<file path="src/rtl/axi_addr_router_if.sv">
// AXI4 bus bundle shared by the upstream arbiter port and both downstream slave ports.
// The master modport drives requests; the slave modport drives responses.
interface axi_if #(
  parameter int unsigned IdWidth   = 4,
  parameter int unsigned AddrWidth = 32,
  parameter int unsigned DataWidth = 32
);
  logic [IdWidth-1:0]     awid;
  logic [AddrWidth-1:0]   awaddr;
  logic [7:0]             awlen;
  logic [2:0]             awsize;
  logic [1:0]             awburst;
  logic                   awvalid;
  logic                   awready;

  logic [DataWidth-1:0]   wdata;
  logic [DataWidth/8-1:0] wstrb;
  logic                   wlast;
  logic                   wvalid;
  logic                   wready;

  logic [IdWidth-1:0]     bid;
  logic [1:0]             bresp;
  logic                   bvalid;
  logic                   bready;

  logic [IdWidth-1:0]     arid;
  logic [AddrWidth-1:0]   araddr;
  logic [7:0]             arlen;
  logic [2:0]             arsize;
  logic [1:0]             arburst;
  logic                   arvalid;
  logic                   arready;

  logic [IdWidth-1:0]     rid;
  logic [DataWidth-1:0]   rdata;
  logic [1:0]             rresp;
  logic                   rlast;
  logic                   rvalid;
  logic                   rready;

  modport master (
    output awid, awaddr, awlen, awsize, awburst, awvalid,
    input  awready,
    output wdata, wstrb, wlast, wvalid,
    input  wready,
    input  bid, bresp, bvalid,
    output bready,
    output arid, araddr, arlen, arsize, arburst, arvalid,
    input  arready,
    input  rid, rdata, rresp, rlast, rvalid,
    output rready
  );

  modport slave (
    input  awid, awaddr, awlen, awsize, awburst, awvalid,
    output awready,
    input  wdata, wstrb, wlast, wvalid,
    output wready,
    output bid, bresp, bvalid,
    input  bready,
    input  arid, araddr, arlen, arsize, arburst, arvalid,
    output arready,
    output rid, rdata, rresp, rlast, rvalid,
    input  rready
  );
endinterface

</file>
<file path="src/rtl/axi_addr_router.sv">
// 1-to-2 AXI4 address router with independent read/write transaction locks and an
// internal DECERR responder for unmapped addresses.
module axi_addr_router #(
  parameter logic [31:0] S0_BASE = 32'h0000_0000,
  parameter logic [31:0] S0_MASK = 32'hF000_0000,
  parameter logic [31:0] S1_BASE = 32'h1000_0000,
  parameter logic [31:0] S1_MASK = 32'hF000_0000
) (
  input  logic       clk,
  input  logic       rst_n,
  axi_if.slave       s_axi,
  axi_if.master      m_axi_0,
  axi_if.master      m_axi_1,
  output logic [1:0] debug_rd_state,
  output logic [1:0] debug_wr_state
);

  typedef enum logic [1:0] {RdIdle = 2'd0, RdData = 2'd1, RdErr = 2'd2} rd_state_e;
  typedef enum logic [1:0] {WrIdle = 2'd0, WrData = 2'd1, WrResp = 2'd2, WrErr = 2'd3} wr_state_e;

  rd_state_e  rd_state_q;
  logic       rd_tgt_q;
  logic [3:0] rd_id_q;
  logic [7:0] rd_len_q;
  logic [7:0] rd_cnt_q;

  wr_state_e  wr_state_q;
  logic       wr_tgt_q;
  logic [3:0] wr_id_q;
  logic       wr_resp_q;  // DECERR write: 0 = sinking W beats, 1 = presenting B

  logic ar_sel0, ar_sel1, ar_err;
  logic aw_sel0, aw_sel1, aw_err;

  // Slave 0 wins when both regions match.
  assign ar_sel0 = (s_axi.araddr & S0_MASK) == S0_BASE;
  assign ar_sel1 = !ar_sel0 && ((s_axi.araddr & S1_MASK) == S1_BASE);
  assign ar_err  = !ar_sel0 && !ar_sel1;
  assign aw_sel0 = (s_axi.awaddr & S0_MASK) == S0_BASE;
  assign aw_sel1 = !aw_sel0 && ((s_axi.awaddr & S1_MASK) == S1_BASE);
  assign aw_err  = !aw_sel0 && !aw_sel1;

  assign debug_rd_state = rd_state_q;
  assign debug_wr_state = wr_state_q;

  always_comb begin
    m_axi_0.awid = '0; m_axi_0.awaddr = '0; m_axi_0.awlen = '0; m_axi_0.awsize = '0;
    m_axi_0.awburst = '0; m_axi_0.awvalid = 1'b0;
    m_axi_0.wdata = '0; m_axi_0.wstrb = '0; m_axi_0.wlast = 1'b0; m_axi_0.wvalid = 1'b0;
    m_axi_0.bready = 1'b0;
    m_axi_0.arid = '0; m_axi_0.araddr = '0; m_axi_0.arlen = '0; m_axi_0.arsize = '0;
    m_axi_0.arburst = '0; m_axi_0.arvalid = 1'b0;
    m_axi_0.rready = 1'b0;

    m_axi_1.awid = '0; m_axi_1.awaddr = '0; m_axi_1.awlen = '0; m_axi_1.awsize = '0;
    m_axi_1.awburst = '0; m_axi_1.awvalid = 1'b0;
    m_axi_1.wdata = '0; m_axi_1.wstrb = '0; m_axi_1.wlast = 1'b0; m_axi_1.wvalid = 1'b0;
    m_axi_1.bready = 1'b0;
    m_axi_1.arid = '0; m_axi_1.araddr = '0; m_axi_1.arlen = '0; m_axi_1.arsize = '0;
    m_axi_1.arburst = '0; m_axi_1.arvalid = 1'b0;
    m_axi_1.rready = 1'b0;

    s_axi.awready = 1'b0; s_axi.wready = 1'b0;
    s_axi.bid = '0; s_axi.bresp = '0; s_axi.bvalid = 1'b0;
    s_axi.arready = 1'b0;
    s_axi.rid = '0; s_axi.rdata = '0; s_axi.rresp = '0; s_axi.rlast = 1'b0; s_axi.rvalid = 1'b0;

    unique case (rd_state_q)
      RdIdle: begin
        if (ar_sel0) begin
          if (s_axi.arvalid) begin
            m_axi_0.arvalid = 1'b1;           m_axi_0.arid   = s_axi.arid;
            m_axi_0.araddr  = s_axi.araddr;   m_axi_0.arlen  = s_axi.arlen;
            m_axi_0.arsize  = s_axi.arsize;   m_axi_0.arburst = s_axi.arburst;
          end
          s_axi.arready = m_axi_0.arready;
        end else if (ar_sel1) begin
          if (s_axi.arvalid) begin
            m_axi_1.arvalid = 1'b1;           m_axi_1.arid   = s_axi.arid;
            m_axi_1.araddr  = s_axi.araddr;   m_axi_1.arlen  = s_axi.arlen;
            m_axi_1.arsize  = s_axi.arsize;   m_axi_1.arburst = s_axi.arburst;
          end
          s_axi.arready = m_axi_1.arready;
        end else begin
          s_axi.arready = 1'b1;
        end
      end
      RdData: begin
        if (!rd_tgt_q) begin
          s_axi.rvalid = m_axi_0.rvalid; s_axi.rid   = m_axi_0.rid;   s_axi.rdata = m_axi_0.rdata;
          s_axi.rresp  = m_axi_0.rresp;  s_axi.rlast = m_axi_0.rlast; m_axi_0.rready = s_axi.rready;
        end else begin
          s_axi.rvalid = m_axi_1.rvalid; s_axi.rid   = m_axi_1.rid;   s_axi.rdata = m_axi_1.rdata;
          s_axi.rresp  = m_axi_1.rresp;  s_axi.rlast = m_axi_1.rlast; m_axi_1.rready = s_axi.rready;
        end
      end
      RdErr: begin
        s_axi.rvalid = 1'b1;
        s_axi.rresp  = 2'b11;
        s_axi.rid    = rd_id_q;
        s_axi.rlast  = (rd_cnt_q == rd_len_q);
      end
      default: ;
    endcase

    unique case (wr_state_q)
      WrIdle: begin
        if (aw_sel0) begin
          if (s_axi.awvalid) begin
            m_axi_0.awvalid = 1'b1;           m_axi_0.awid   = s_axi.awid;
            m_axi_0.awaddr  = s_axi.awaddr;   m_axi_0.awlen  = s_axi.awlen;
            m_axi_0.awsize  = s_axi.awsize;   m_axi_0.awburst = s_axi.awburst;
          end
          s_axi.awready = m_axi_0.awready;
        end else if (aw_sel1) begin
          if (s_axi.awvalid) begin
            m_axi_1.awvalid = 1'b1;           m_axi_1.awid   = s_axi.awid;
            m_axi_1.awaddr  = s_axi.awaddr;   m_axi_1.awlen  = s_axi.awlen;
            m_axi_1.awsize  = s_axi.awsize;   m_axi_1.awburst = s_axi.awburst;
          end
          s_axi.awready = m_axi_1.awready;
        end else begin
          s_axi.awready = 1'b1;
        end
      end
      WrData: begin
        if (!wr_tgt_q) begin
          m_axi_0.wvalid = s_axi.wvalid; m_axi_0.wdata = s_axi.wdata;
          m_axi_0.wstrb  = s_axi.wstrb;  m_axi_0.wlast = s_axi.wlast;
          s_axi.wready   = m_axi_0.wready;
        end else begin
          m_axi_1.wvalid = s_axi.wvalid; m_axi_1.wdata = s_axi.wdata;
          m_axi_1.wstrb  = s_axi.wstrb;  m_axi_1.wlast = s_axi.wlast;
          s_axi.wready   = m_axi_1.wready;
        end
      end
      WrResp: begin
        if (!wr_tgt_q) begin
          s_axi.bvalid = m_axi_0.bvalid; s_axi.bid = m_axi_0.bid; s_axi.bresp = m_axi_0.bresp;
          m_axi_0.bready = s_axi.bready;
        end else begin
          s_axi.bvalid = m_axi_1.bvalid; s_axi.bid = m_axi_1.bid; s_axi.bresp = m_axi_1.bresp;
          m_axi_1.bready = s_axi.bready;
        end
      end
      WrErr: begin
        if (!wr_resp_q) begin
          s_axi.wready = 1'b1;
        end else begin
          s_axi.bvalid = 1'b1;
          s_axi.bresp  = 2'b11;
          s_axi.bid    = wr_id_q;
        end
      end
      default: ;
    endcase
  end

  always_ff @(posedge clk) begin
    if (!rst_n) begin
      rd_state_q <= RdIdle;
      rd_tgt_q   <= 1'b0;
      rd_id_q    <= '0;
      rd_len_q   <= '0;
      rd_cnt_q   <= '0;
      wr_state_q <= WrIdle;
      wr_tgt_q   <= 1'b0;
      wr_id_q    <= '0;
      wr_resp_q  <= 1'b0;
    end else begin
      unique case (rd_state_q)
        RdIdle: begin
          if (s_axi.arvalid && s_axi.arready) begin
            if (ar_err) begin
              rd_id_q    <= s_axi.arid;
              rd_len_q   <= s_axi.arlen;
              rd_cnt_q   <= '0;
              rd_state_q <= RdErr;
            end else begin
              rd_tgt_q   <= ar_sel1;
              rd_state_q <= RdData;
            end
          end
        end
        RdData: if (s_axi.rvalid && s_axi.rready && s_axi.rlast) rd_state_q <= RdIdle;
        RdErr: begin
          if (s_axi.rready) begin
            rd_cnt_q <= rd_cnt_q + 8'd1;
            if (rd_cnt_q == rd_len_q) rd_state_q <= RdIdle;
          end
        end
        default: rd_state_q <= RdIdle;
      endcase

      unique case (wr_state_q)
        WrIdle: begin
          if (s_axi.awvalid && s_axi.awready) begin
            if (aw_err) begin
              wr_id_q    <= s_axi.awid;
              wr_resp_q  <= 1'b0;
              wr_state_q <= WrErr;
            end else begin
              wr_tgt_q   <= aw_sel1;
              wr_state_q <= WrData;
            end
          end
        end
        WrData: if (s_axi.wvalid && s_axi.wready && s_axi.wlast) wr_state_q <= WrResp;
        WrResp: if (s_axi.bvalid && s_axi.bready) wr_state_q <= WrIdle;
        WrErr: begin
          if (!wr_resp_q) begin
            if (s_axi.wvalid && s_axi.wlast) wr_resp_q <= 1'b1;
          end else if (s_axi.bready) begin
            wr_resp_q  <= 1'b0;
            wr_state_q <= WrIdle;
          end
        end
        default: wr_state_q <= WrIdle;
      endcase
    end
  end

endmodule

</file>
<file path="src/flat_wrapper.sv">
// flat-port wrapper written by rule: the top's interface ports become plain ports
module axi_addr_router_flat 
#(
  parameter logic [31:0] S0_BASE = 32'h0000_0000,
  parameter logic [31:0] S0_MASK = 32'hF000_0000,
  parameter logic [31:0] S1_BASE = 32'h1000_0000,
  parameter logic [31:0] S1_MASK = 32'hF000_0000
)
  (clk, rst_n, debug_rd_state, debug_wr_state, s_axi_awid, s_axi_awaddr, s_axi_awlen, s_axi_awsize, s_axi_awburst, s_axi_awvalid, s_axi_awready, s_axi_wdata, s_axi_wstrb, s_axi_wlast, s_axi_wvalid, s_axi_wready, s_axi_bid, s_axi_bresp, s_axi_bvalid, s_axi_bready, s_axi_arid, s_axi_araddr, s_axi_arlen, s_axi_arsize, s_axi_arburst, s_axi_arvalid, s_axi_arready, s_axi_rid, s_axi_rdata, s_axi_rresp, s_axi_rlast, s_axi_rvalid, s_axi_rready, m_axi_0_awid, m_axi_0_awaddr, m_axi_0_awlen, m_axi_0_awsize, m_axi_0_awburst, m_axi_0_awvalid, m_axi_0_awready, m_axi_0_wdata, m_axi_0_wstrb, m_axi_0_wlast, m_axi_0_wvalid, m_axi_0_wready, m_axi_0_bid, m_axi_0_bresp, m_axi_0_bvalid, m_axi_0_bready, m_axi_0_arid, m_axi_0_araddr, m_axi_0_arlen, m_axi_0_arsize, m_axi_0_arburst, m_axi_0_arvalid, m_axi_0_arready, m_axi_0_rid, m_axi_0_rdata, m_axi_0_rresp, m_axi_0_rlast, m_axi_0_rvalid, m_axi_0_rready, m_axi_1_awid, m_axi_1_awaddr, m_axi_1_awlen, m_axi_1_awsize, m_axi_1_awburst, m_axi_1_awvalid, m_axi_1_awready, m_axi_1_wdata, m_axi_1_wstrb, m_axi_1_wlast, m_axi_1_wvalid, m_axi_1_wready, m_axi_1_bid, m_axi_1_bresp, m_axi_1_bvalid, m_axi_1_bready, m_axi_1_arid, m_axi_1_araddr, m_axi_1_arlen, m_axi_1_arsize, m_axi_1_arburst, m_axi_1_arvalid, m_axi_1_arready, m_axi_1_rid, m_axi_1_rdata, m_axi_1_rresp, m_axi_1_rlast, m_axi_1_rvalid, m_axi_1_rready);
  axi_if s_axi_i ();
  axi_if m_axi_0_i ();
  axi_if m_axi_1_i ();
  input  logic clk;
  input  logic rst_n;
  output logic [1:0] debug_rd_state;
  output logic [1:0] debug_wr_state;
  input wire logic [$bits(s_axi_i.awid)-1:0] s_axi_awid;
  input wire logic [$bits(s_axi_i.awaddr)-1:0] s_axi_awaddr;
  input wire logic [$bits(s_axi_i.awlen)-1:0] s_axi_awlen;
  input wire logic [$bits(s_axi_i.awsize)-1:0] s_axi_awsize;
  input wire logic [$bits(s_axi_i.awburst)-1:0] s_axi_awburst;
  input wire logic [$bits(s_axi_i.awvalid)-1:0] s_axi_awvalid;
  output wire logic [$bits(s_axi_i.awready)-1:0] s_axi_awready;
  input wire logic [$bits(s_axi_i.wdata)-1:0] s_axi_wdata;
  input wire logic [$bits(s_axi_i.wstrb)-1:0] s_axi_wstrb;
  input wire logic [$bits(s_axi_i.wlast)-1:0] s_axi_wlast;
  input wire logic [$bits(s_axi_i.wvalid)-1:0] s_axi_wvalid;
  output wire logic [$bits(s_axi_i.wready)-1:0] s_axi_wready;
  output wire logic [$bits(s_axi_i.bid)-1:0] s_axi_bid;
  output wire logic [$bits(s_axi_i.bresp)-1:0] s_axi_bresp;
  output wire logic [$bits(s_axi_i.bvalid)-1:0] s_axi_bvalid;
  input wire logic [$bits(s_axi_i.bready)-1:0] s_axi_bready;
  input wire logic [$bits(s_axi_i.arid)-1:0] s_axi_arid;
  input wire logic [$bits(s_axi_i.araddr)-1:0] s_axi_araddr;
  input wire logic [$bits(s_axi_i.arlen)-1:0] s_axi_arlen;
  input wire logic [$bits(s_axi_i.arsize)-1:0] s_axi_arsize;
  input wire logic [$bits(s_axi_i.arburst)-1:0] s_axi_arburst;
  input wire logic [$bits(s_axi_i.arvalid)-1:0] s_axi_arvalid;
  output wire logic [$bits(s_axi_i.arready)-1:0] s_axi_arready;
  output wire logic [$bits(s_axi_i.rid)-1:0] s_axi_rid;
  output wire logic [$bits(s_axi_i.rdata)-1:0] s_axi_rdata;
  output wire logic [$bits(s_axi_i.rresp)-1:0] s_axi_rresp;
  output wire logic [$bits(s_axi_i.rlast)-1:0] s_axi_rlast;
  output wire logic [$bits(s_axi_i.rvalid)-1:0] s_axi_rvalid;
  input wire logic [$bits(s_axi_i.rready)-1:0] s_axi_rready;
  output wire logic [$bits(m_axi_0_i.awid)-1:0] m_axi_0_awid;
  output wire logic [$bits(m_axi_0_i.awaddr)-1:0] m_axi_0_awaddr;
  output wire logic [$bits(m_axi_0_i.awlen)-1:0] m_axi_0_awlen;
  output wire logic [$bits(m_axi_0_i.awsize)-1:0] m_axi_0_awsize;
  output wire logic [$bits(m_axi_0_i.awburst)-1:0] m_axi_0_awburst;
  output wire logic [$bits(m_axi_0_i.awvalid)-1:0] m_axi_0_awvalid;
  input wire logic [$bits(m_axi_0_i.awready)-1:0] m_axi_0_awready;
  output wire logic [$bits(m_axi_0_i.wdata)-1:0] m_axi_0_wdata;
  output wire logic [$bits(m_axi_0_i.wstrb)-1:0] m_axi_0_wstrb;
  output wire logic [$bits(m_axi_0_i.wlast)-1:0] m_axi_0_wlast;
  output wire logic [$bits(m_axi_0_i.wvalid)-1:0] m_axi_0_wvalid;
  input wire logic [$bits(m_axi_0_i.wready)-1:0] m_axi_0_wready;
  input wire logic [$bits(m_axi_0_i.bid)-1:0] m_axi_0_bid;
  input wire logic [$bits(m_axi_0_i.bresp)-1:0] m_axi_0_bresp;
  input wire logic [$bits(m_axi_0_i.bvalid)-1:0] m_axi_0_bvalid;
  output wire logic [$bits(m_axi_0_i.bready)-1:0] m_axi_0_bready;
  output wire logic [$bits(m_axi_0_i.arid)-1:0] m_axi_0_arid;
  output wire logic [$bits(m_axi_0_i.araddr)-1:0] m_axi_0_araddr;
  output wire logic [$bits(m_axi_0_i.arlen)-1:0] m_axi_0_arlen;
  output wire logic [$bits(m_axi_0_i.arsize)-1:0] m_axi_0_arsize;
  output wire logic [$bits(m_axi_0_i.arburst)-1:0] m_axi_0_arburst;
  output wire logic [$bits(m_axi_0_i.arvalid)-1:0] m_axi_0_arvalid;
  input wire logic [$bits(m_axi_0_i.arready)-1:0] m_axi_0_arready;
  input wire logic [$bits(m_axi_0_i.rid)-1:0] m_axi_0_rid;
  input wire logic [$bits(m_axi_0_i.rdata)-1:0] m_axi_0_rdata;
  input wire logic [$bits(m_axi_0_i.rresp)-1:0] m_axi_0_rresp;
  input wire logic [$bits(m_axi_0_i.rlast)-1:0] m_axi_0_rlast;
  input wire logic [$bits(m_axi_0_i.rvalid)-1:0] m_axi_0_rvalid;
  output wire logic [$bits(m_axi_0_i.rready)-1:0] m_axi_0_rready;
  output wire logic [$bits(m_axi_1_i.awid)-1:0] m_axi_1_awid;
  output wire logic [$bits(m_axi_1_i.awaddr)-1:0] m_axi_1_awaddr;
  output wire logic [$bits(m_axi_1_i.awlen)-1:0] m_axi_1_awlen;
  output wire logic [$bits(m_axi_1_i.awsize)-1:0] m_axi_1_awsize;
  output wire logic [$bits(m_axi_1_i.awburst)-1:0] m_axi_1_awburst;
  output wire logic [$bits(m_axi_1_i.awvalid)-1:0] m_axi_1_awvalid;
  input wire logic [$bits(m_axi_1_i.awready)-1:0] m_axi_1_awready;
  output wire logic [$bits(m_axi_1_i.wdata)-1:0] m_axi_1_wdata;
  output wire logic [$bits(m_axi_1_i.wstrb)-1:0] m_axi_1_wstrb;
  output wire logic [$bits(m_axi_1_i.wlast)-1:0] m_axi_1_wlast;
  output wire logic [$bits(m_axi_1_i.wvalid)-1:0] m_axi_1_wvalid;
  input wire logic [$bits(m_axi_1_i.wready)-1:0] m_axi_1_wready;
  input wire logic [$bits(m_axi_1_i.bid)-1:0] m_axi_1_bid;
  input wire logic [$bits(m_axi_1_i.bresp)-1:0] m_axi_1_bresp;
  input wire logic [$bits(m_axi_1_i.bvalid)-1:0] m_axi_1_bvalid;
  output wire logic [$bits(m_axi_1_i.bready)-1:0] m_axi_1_bready;
  output wire logic [$bits(m_axi_1_i.arid)-1:0] m_axi_1_arid;
  output wire logic [$bits(m_axi_1_i.araddr)-1:0] m_axi_1_araddr;
  output wire logic [$bits(m_axi_1_i.arlen)-1:0] m_axi_1_arlen;
  output wire logic [$bits(m_axi_1_i.arsize)-1:0] m_axi_1_arsize;
  output wire logic [$bits(m_axi_1_i.arburst)-1:0] m_axi_1_arburst;
  output wire logic [$bits(m_axi_1_i.arvalid)-1:0] m_axi_1_arvalid;
  input wire logic [$bits(m_axi_1_i.arready)-1:0] m_axi_1_arready;
  input wire logic [$bits(m_axi_1_i.rid)-1:0] m_axi_1_rid;
  input wire logic [$bits(m_axi_1_i.rdata)-1:0] m_axi_1_rdata;
  input wire logic [$bits(m_axi_1_i.rresp)-1:0] m_axi_1_rresp;
  input wire logic [$bits(m_axi_1_i.rlast)-1:0] m_axi_1_rlast;
  input wire logic [$bits(m_axi_1_i.rvalid)-1:0] m_axi_1_rvalid;
  output wire logic [$bits(m_axi_1_i.rready)-1:0] m_axi_1_rready;
  assign s_axi_i.awid = s_axi_awid;
  assign s_axi_i.awaddr = s_axi_awaddr;
  assign s_axi_i.awlen = s_axi_awlen;
  assign s_axi_i.awsize = s_axi_awsize;
  assign s_axi_i.awburst = s_axi_awburst;
  assign s_axi_i.awvalid = s_axi_awvalid;
  assign s_axi_awready = s_axi_i.awready;
  assign s_axi_i.wdata = s_axi_wdata;
  assign s_axi_i.wstrb = s_axi_wstrb;
  assign s_axi_i.wlast = s_axi_wlast;
  assign s_axi_i.wvalid = s_axi_wvalid;
  assign s_axi_wready = s_axi_i.wready;
  assign s_axi_bid = s_axi_i.bid;
  assign s_axi_bresp = s_axi_i.bresp;
  assign s_axi_bvalid = s_axi_i.bvalid;
  assign s_axi_i.bready = s_axi_bready;
  assign s_axi_i.arid = s_axi_arid;
  assign s_axi_i.araddr = s_axi_araddr;
  assign s_axi_i.arlen = s_axi_arlen;
  assign s_axi_i.arsize = s_axi_arsize;
  assign s_axi_i.arburst = s_axi_arburst;
  assign s_axi_i.arvalid = s_axi_arvalid;
  assign s_axi_arready = s_axi_i.arready;
  assign s_axi_rid = s_axi_i.rid;
  assign s_axi_rdata = s_axi_i.rdata;
  assign s_axi_rresp = s_axi_i.rresp;
  assign s_axi_rlast = s_axi_i.rlast;
  assign s_axi_rvalid = s_axi_i.rvalid;
  assign s_axi_i.rready = s_axi_rready;
  assign m_axi_0_awid = m_axi_0_i.awid;
  assign m_axi_0_awaddr = m_axi_0_i.awaddr;
  assign m_axi_0_awlen = m_axi_0_i.awlen;
  assign m_axi_0_awsize = m_axi_0_i.awsize;
  assign m_axi_0_awburst = m_axi_0_i.awburst;
  assign m_axi_0_awvalid = m_axi_0_i.awvalid;
  assign m_axi_0_i.awready = m_axi_0_awready;
  assign m_axi_0_wdata = m_axi_0_i.wdata;
  assign m_axi_0_wstrb = m_axi_0_i.wstrb;
  assign m_axi_0_wlast = m_axi_0_i.wlast;
  assign m_axi_0_wvalid = m_axi_0_i.wvalid;
  assign m_axi_0_i.wready = m_axi_0_wready;
  assign m_axi_0_i.bid = m_axi_0_bid;
  assign m_axi_0_i.bresp = m_axi_0_bresp;
  assign m_axi_0_i.bvalid = m_axi_0_bvalid;
  assign m_axi_0_bready = m_axi_0_i.bready;
  assign m_axi_0_arid = m_axi_0_i.arid;
  assign m_axi_0_araddr = m_axi_0_i.araddr;
  assign m_axi_0_arlen = m_axi_0_i.arlen;
  assign m_axi_0_arsize = m_axi_0_i.arsize;
  assign m_axi_0_arburst = m_axi_0_i.arburst;
  assign m_axi_0_arvalid = m_axi_0_i.arvalid;
  assign m_axi_0_i.arready = m_axi_0_arready;
  assign m_axi_0_i.rid = m_axi_0_rid;
  assign m_axi_0_i.rdata = m_axi_0_rdata;
  assign m_axi_0_i.rresp = m_axi_0_rresp;
  assign m_axi_0_i.rlast = m_axi_0_rlast;
  assign m_axi_0_i.rvalid = m_axi_0_rvalid;
  assign m_axi_0_rready = m_axi_0_i.rready;
  assign m_axi_1_awid = m_axi_1_i.awid;
  assign m_axi_1_awaddr = m_axi_1_i.awaddr;
  assign m_axi_1_awlen = m_axi_1_i.awlen;
  assign m_axi_1_awsize = m_axi_1_i.awsize;
  assign m_axi_1_awburst = m_axi_1_i.awburst;
  assign m_axi_1_awvalid = m_axi_1_i.awvalid;
  assign m_axi_1_i.awready = m_axi_1_awready;
  assign m_axi_1_wdata = m_axi_1_i.wdata;
  assign m_axi_1_wstrb = m_axi_1_i.wstrb;
  assign m_axi_1_wlast = m_axi_1_i.wlast;
  assign m_axi_1_wvalid = m_axi_1_i.wvalid;
  assign m_axi_1_i.wready = m_axi_1_wready;
  assign m_axi_1_i.bid = m_axi_1_bid;
  assign m_axi_1_i.bresp = m_axi_1_bresp;
  assign m_axi_1_i.bvalid = m_axi_1_bvalid;
  assign m_axi_1_bready = m_axi_1_i.bready;
  assign m_axi_1_arid = m_axi_1_i.arid;
  assign m_axi_1_araddr = m_axi_1_i.araddr;
  assign m_axi_1_arlen = m_axi_1_i.arlen;
  assign m_axi_1_arsize = m_axi_1_i.arsize;
  assign m_axi_1_arburst = m_axi_1_i.arburst;
  assign m_axi_1_arvalid = m_axi_1_i.arvalid;
  assign m_axi_1_i.arready = m_axi_1_arready;
  assign m_axi_1_i.rid = m_axi_1_rid;
  assign m_axi_1_i.rdata = m_axi_1_rdata;
  assign m_axi_1_i.rresp = m_axi_1_rresp;
  assign m_axi_1_i.rlast = m_axi_1_rlast;
  assign m_axi_1_i.rvalid = m_axi_1_rvalid;
  assign m_axi_1_rready = m_axi_1_i.rready;
  axi_addr_router #(.S0_BASE(S0_BASE), .S0_MASK(S0_MASK), .S1_BASE(S1_BASE), .S1_MASK(S1_MASK)) u_core (.clk(clk), .rst_n(rst_n), .s_axi(s_axi_i), .m_axi_0(m_axi_0_i), .m_axi_1(m_axi_1_i), .debug_rd_state(debug_rd_state), .debug_wr_state(debug_wr_state));
endmodule
</file>
<file path="config.mk">
export PLATFORM = sky130hd
export DESIGN_NAME = axi_addr_router_flat
export DESIGN_NICKNAME = d
export VERILOG_FILES = /design/src/rtl/axi_addr_router_if.sv /design/src/rtl/axi_addr_router.sv /design/src/flat_wrapper.sv
export SDC_FILE = /design/constraint.sdc
export NUM_CORES = 1
export LEC_CHECK = 0
export BUFFER_PORTS_ARGS = -buffer_cell sky130_fd_sc_hd__buf_2
export CAP_MARGIN = 20
export CORE_AREA = 2 2 227 229
export CTS_BUF_LIST = sky130_fd_sc_hd__clkbuf_16
export DETAILED_ROUTE_END_ITERATION = 10
export DIE_AREA = 0 0 229 231
export SLEW_MARGIN = 15
export SYNTH_ARGS = -nofsm -noshare
export SYNTH_HDL_FRONTEND = slang
export SYNTH_SLANG_ARGS = --single-unit
</file>
<file path="constraint.sdc">
create_clock -name clk -period 2 [get_ports clk]
set_input_delay 0 -clock clk [delete_from_list [all_inputs] [get_ports clk]]
set_output_delay 0 -clock clk [all_outputs]
set_load 0.01 [all_outputs]
</file>
==> flow_metrics.tcl <==
set metrics [dict create \
    status "finished clean" \
    hold_violations 0 \
    setup_violations 0 \
    drtIter0Drc 170 \
    port_buffers 561 \
    antenna_left 0 \
    grt-ovfl-total 0 \
    post-route-period-util 0.907 \
    grt_max_degree 47 \
    clock.fmax_ghz 0.551 \
    hold_depth 3 \
    synth-xor-area-share 0.0295 \
    antenna_found_initial 17 \
    gp_congestion 0.876 \
    crit_path_max_fanout 46 \
    worstSetupPathType "reg -> out" \
    worstSkewPairLatency_ns 0.31 \
    synth_cell_type_count 45 \
    synth.area.mux_share 0.133 \
    startpoint "u_core.debug_rd_state[0]" \
    area_growth_pct 87.8 \
    fp.dieH_um 231 \
    ir_drop_mv 0.262 \
    worstReg2RegStart "u_core.debug_rd_state[0]" \
    clkTransAtPathRegs_ns 0.06 \
    reg2reg_to "u_core.rd_cnt_q[3]" \
    min_period_ns 1.81 \
    dpl.hpwl_um 23900 \
    synth_compound_area_frac 0.0703 \
    max-slew-margin-rel 0.631 \
    vias 6273 \
    first_global_vias 5833 \
    p_per_area_nw_per_um2 409 \
    io_pins 576 \
    rsz0062_at_grt "false" \
    syn-cell-area_um2 4450 \
    yosys.area_share.simple 0.540 \
    yosysWarnings 0 \
    nets 1414 \
    synthArstFlopShare 0 \
    synth-seq-area-share 0.139 \
    chipWidth_um 229 \
    wire_per_inst_um 14.6 \
    h-tree-depth 2 \
    clock_sinks 31 \
    synth-main-ff-cell "dfxtp_1" \
    ctsLongestPathBuffers 2 \
    holdCritPathClass "in -> reg" \
    avgSynthCellArea_um2 7.20 \
    fin_cells 1854 \
    start_util 0.0878 \
    cts_tree "yes" \
    cts_buffers 5 \
    drv_slew 0 \
    synth_top_family_by_area "simple AND/OR/NAND/NOR gates" \
    r2r_cells 7 \
    r2r_slack_ns 0.37 \
    hold_start "s_axi_arlen[5]" \
    die_area_um2 52900 \
    fin_skew_ns 0.0187 \
    synth_cells 618 \
    worst_slew_pin_slew_ns 0.553 \
    synthAdderAreaFrac 0.0112 \
    leakage_nw 4.60 \
    cp-end-kind "primary output" \
    core_um2 50700 \
    dp.cells 1832 \
    grt.total_usage 0.0958 \
    cts_root_buf "clkbuf_16" \
    holdPathEnd "u_core.rd_len_q[5]" \
    grt_pass1_wl_um 37200 \
    worstPathRequired_ns 2.00 \
    ys_ff_latch 31 \
    drive_gt1_frac 0.523 \
    rows 83 \
    wl_um 27100 \
    worstSetupStartpointType "register" \
    synth_edf_count 0 \
    firstDrtPassIters 4 \
    setup_tns_ns 0 \
    maxCapViolations 0 \
    vias_per_cell 3.38 \
    route.detailed.drc 0 \
    cp_data_arrival_time_ns 1.81 \
]
## report_power, final
| group | leakage (nW) | internal [mW] | switching [mW] |
|---|---|---|---|
| logic | 4.25 | 0.732 | 0.856 |
| clock network | 0.0952 | 0.712 | 0.378 |
| registers | 0.254 | 0.685 | 0.0535 |
## cell usage after synthesis, drive strengths merged (3+ instances only)
cell type,count,area [um2]
nand2,42,158
a21boi,13,97.6
dfxtp,31,621
mux2i,50,500
o21ai,10,50.0
nand3,5,30.0
a21oi,8,51.3
mux2,8,90.1
buf,28,185
and2,259,1620
and3,6,37.5
nor2,18,85.1
nor3b,3,27.5
inv,5,18.8
xor2,6,52.6
nor2b,50,313
a22oi,5,37.5
ha,4,50.1
xnor2,9,78.8
nand4,8,50.1
clkbuf,32,131
nor3,4,31.3
## worst max path at each step
stage | endpoint | slack [ns] | cells after the start
3_3_place_gp | u_core.rd_cnt_q[4] | 0.26 | 7
6_report | m_axi_1_araddr[22] | 0.19 | 7
5_1_grt | m_axi_1_araddr[19] | 0.01 | 7
2_1_floorplan | u_core.rd_cnt_q[3] | 0.30 | 8
4_1_cts | m_axi_1_araddr[22] | 0.04 | 7
3_5_place_dp | u_core.rd_cnt_q[5] | 0.24 | 7
## repair_timing
action,CTS,global route
setup buffers,0,0
hold buffers,9,0
resized for setup,0,3
endpoints found under the setup margin,0,92
hold endpoints to repair,9,0
## per-layer routing
layer	vias up	routed length [um]	GRT usage
met1	2772	9970	0.0979
met5	-	0	0
li1	3048	-	-
met3	52	1790	0.0190
met2	401	14100	0.187
met4	0	1160	0.0428
## per-stage QoR
stage          power, mW  hold WS, ns  cell area (um2)   util  setup slack, ns
4_1_cts             3.49       0.0170             8340  0.165           0.0360
5_1_grt             3.66       0.0190             8350  0.165           0.0142
6_report            3.42       0.0270             8360  0.165            0.186
2_1_floorplan       1.59       0.0989             4500      -            0.304
3_5_place_dp        2.34        0.282             8060  0.159            0.243
3_3_place_gp        2.33        0.277             8060  0.159            0.264
## flip-flops by register name, indices dropped and copies added (netlist names)
name	flops
u_core.rd_cnt_q	8
u_core.rd_len_q	8
u_core.rd_id_q	4
u_core.wr_id_q	4
u_core.debug_rd_state	2
u_core.debug_wr_state	2
u_core.rd_tgt_q	1
u_core.wr_resp_q	1
u_core.wr_tgt_q	1
## cell families (layout without fill, tap and decap cells)
group                      count (synthesis)  count (layout)
other                                      1              19
xor gates and xnor gates                  15              15
adders and majority gates                  4               4
buffers and inverters                     65             603
AOI/OAI and AO/OA                         42              42
DFF                                       31              31
and+or+nand+nor                          402             402
muxes                                     58              58
## critical path, stage by stage, from the launching register on
cell	delay, ns
dfxtp_1	0.33
inv_1	0.09
ha_2	0.30
nand3_2	0.17
nor2_4	0.14
buf_12	0.18
and2_1	0.16
buf_2	0.13
## layout make-up
type	count	area, um2
clock inverter	3	63.8
multi-input combinational	535	3550
timing repair buffer	590	3110
inverter	5	18.8
sequential	31	622
antenna	5	12.5
fill	5893	42300
tap	680	851
clock buffer	5	125
## placed cells by master, fill, tap and decap left out, types with 2 or more instances in the layout
| cell type | count |
|---|---|
| and2_1 | 259 |
| clkbuf_16 | 5 |
| buf_4 | 15 |
| nand2b_1 | 2 |
| xor2_1 | 6 |
| ha_1 | 2 |
| bufinv_16 | 2 |
| dfxtp_1 | 30 |
| inv_1 | 6 |
| nor2_1 | 15 |
| nor3b_2 | 2 |
| ha_2 | 2 |
| nand3b_1 | 2 |
| nand4_1 | 8 |
| mux2_2 | 8 |
| buf_12 | 5 |
| xnor2_1 | 9 |
| diode_2 | 5 |
| nor2_4 | 2 |
| nand3_1 | 4 |
| a22oi_1 | 5 |
| a21oi_1 | 7 |
| a21boi_0 | 12 |
| buf_2 | 561 |
| o21ai_0 | 9 |
| nand2_1 | 42 |
| and3_1 | 6 |
| nor3_1 | 3 |
| nor2b_1 | 50 |
| conb_1 | 14 |
| mux2i_1 | 50 |
| dlygate4sd3_1 | 9 |
Power figures use the tool's default switching activity.
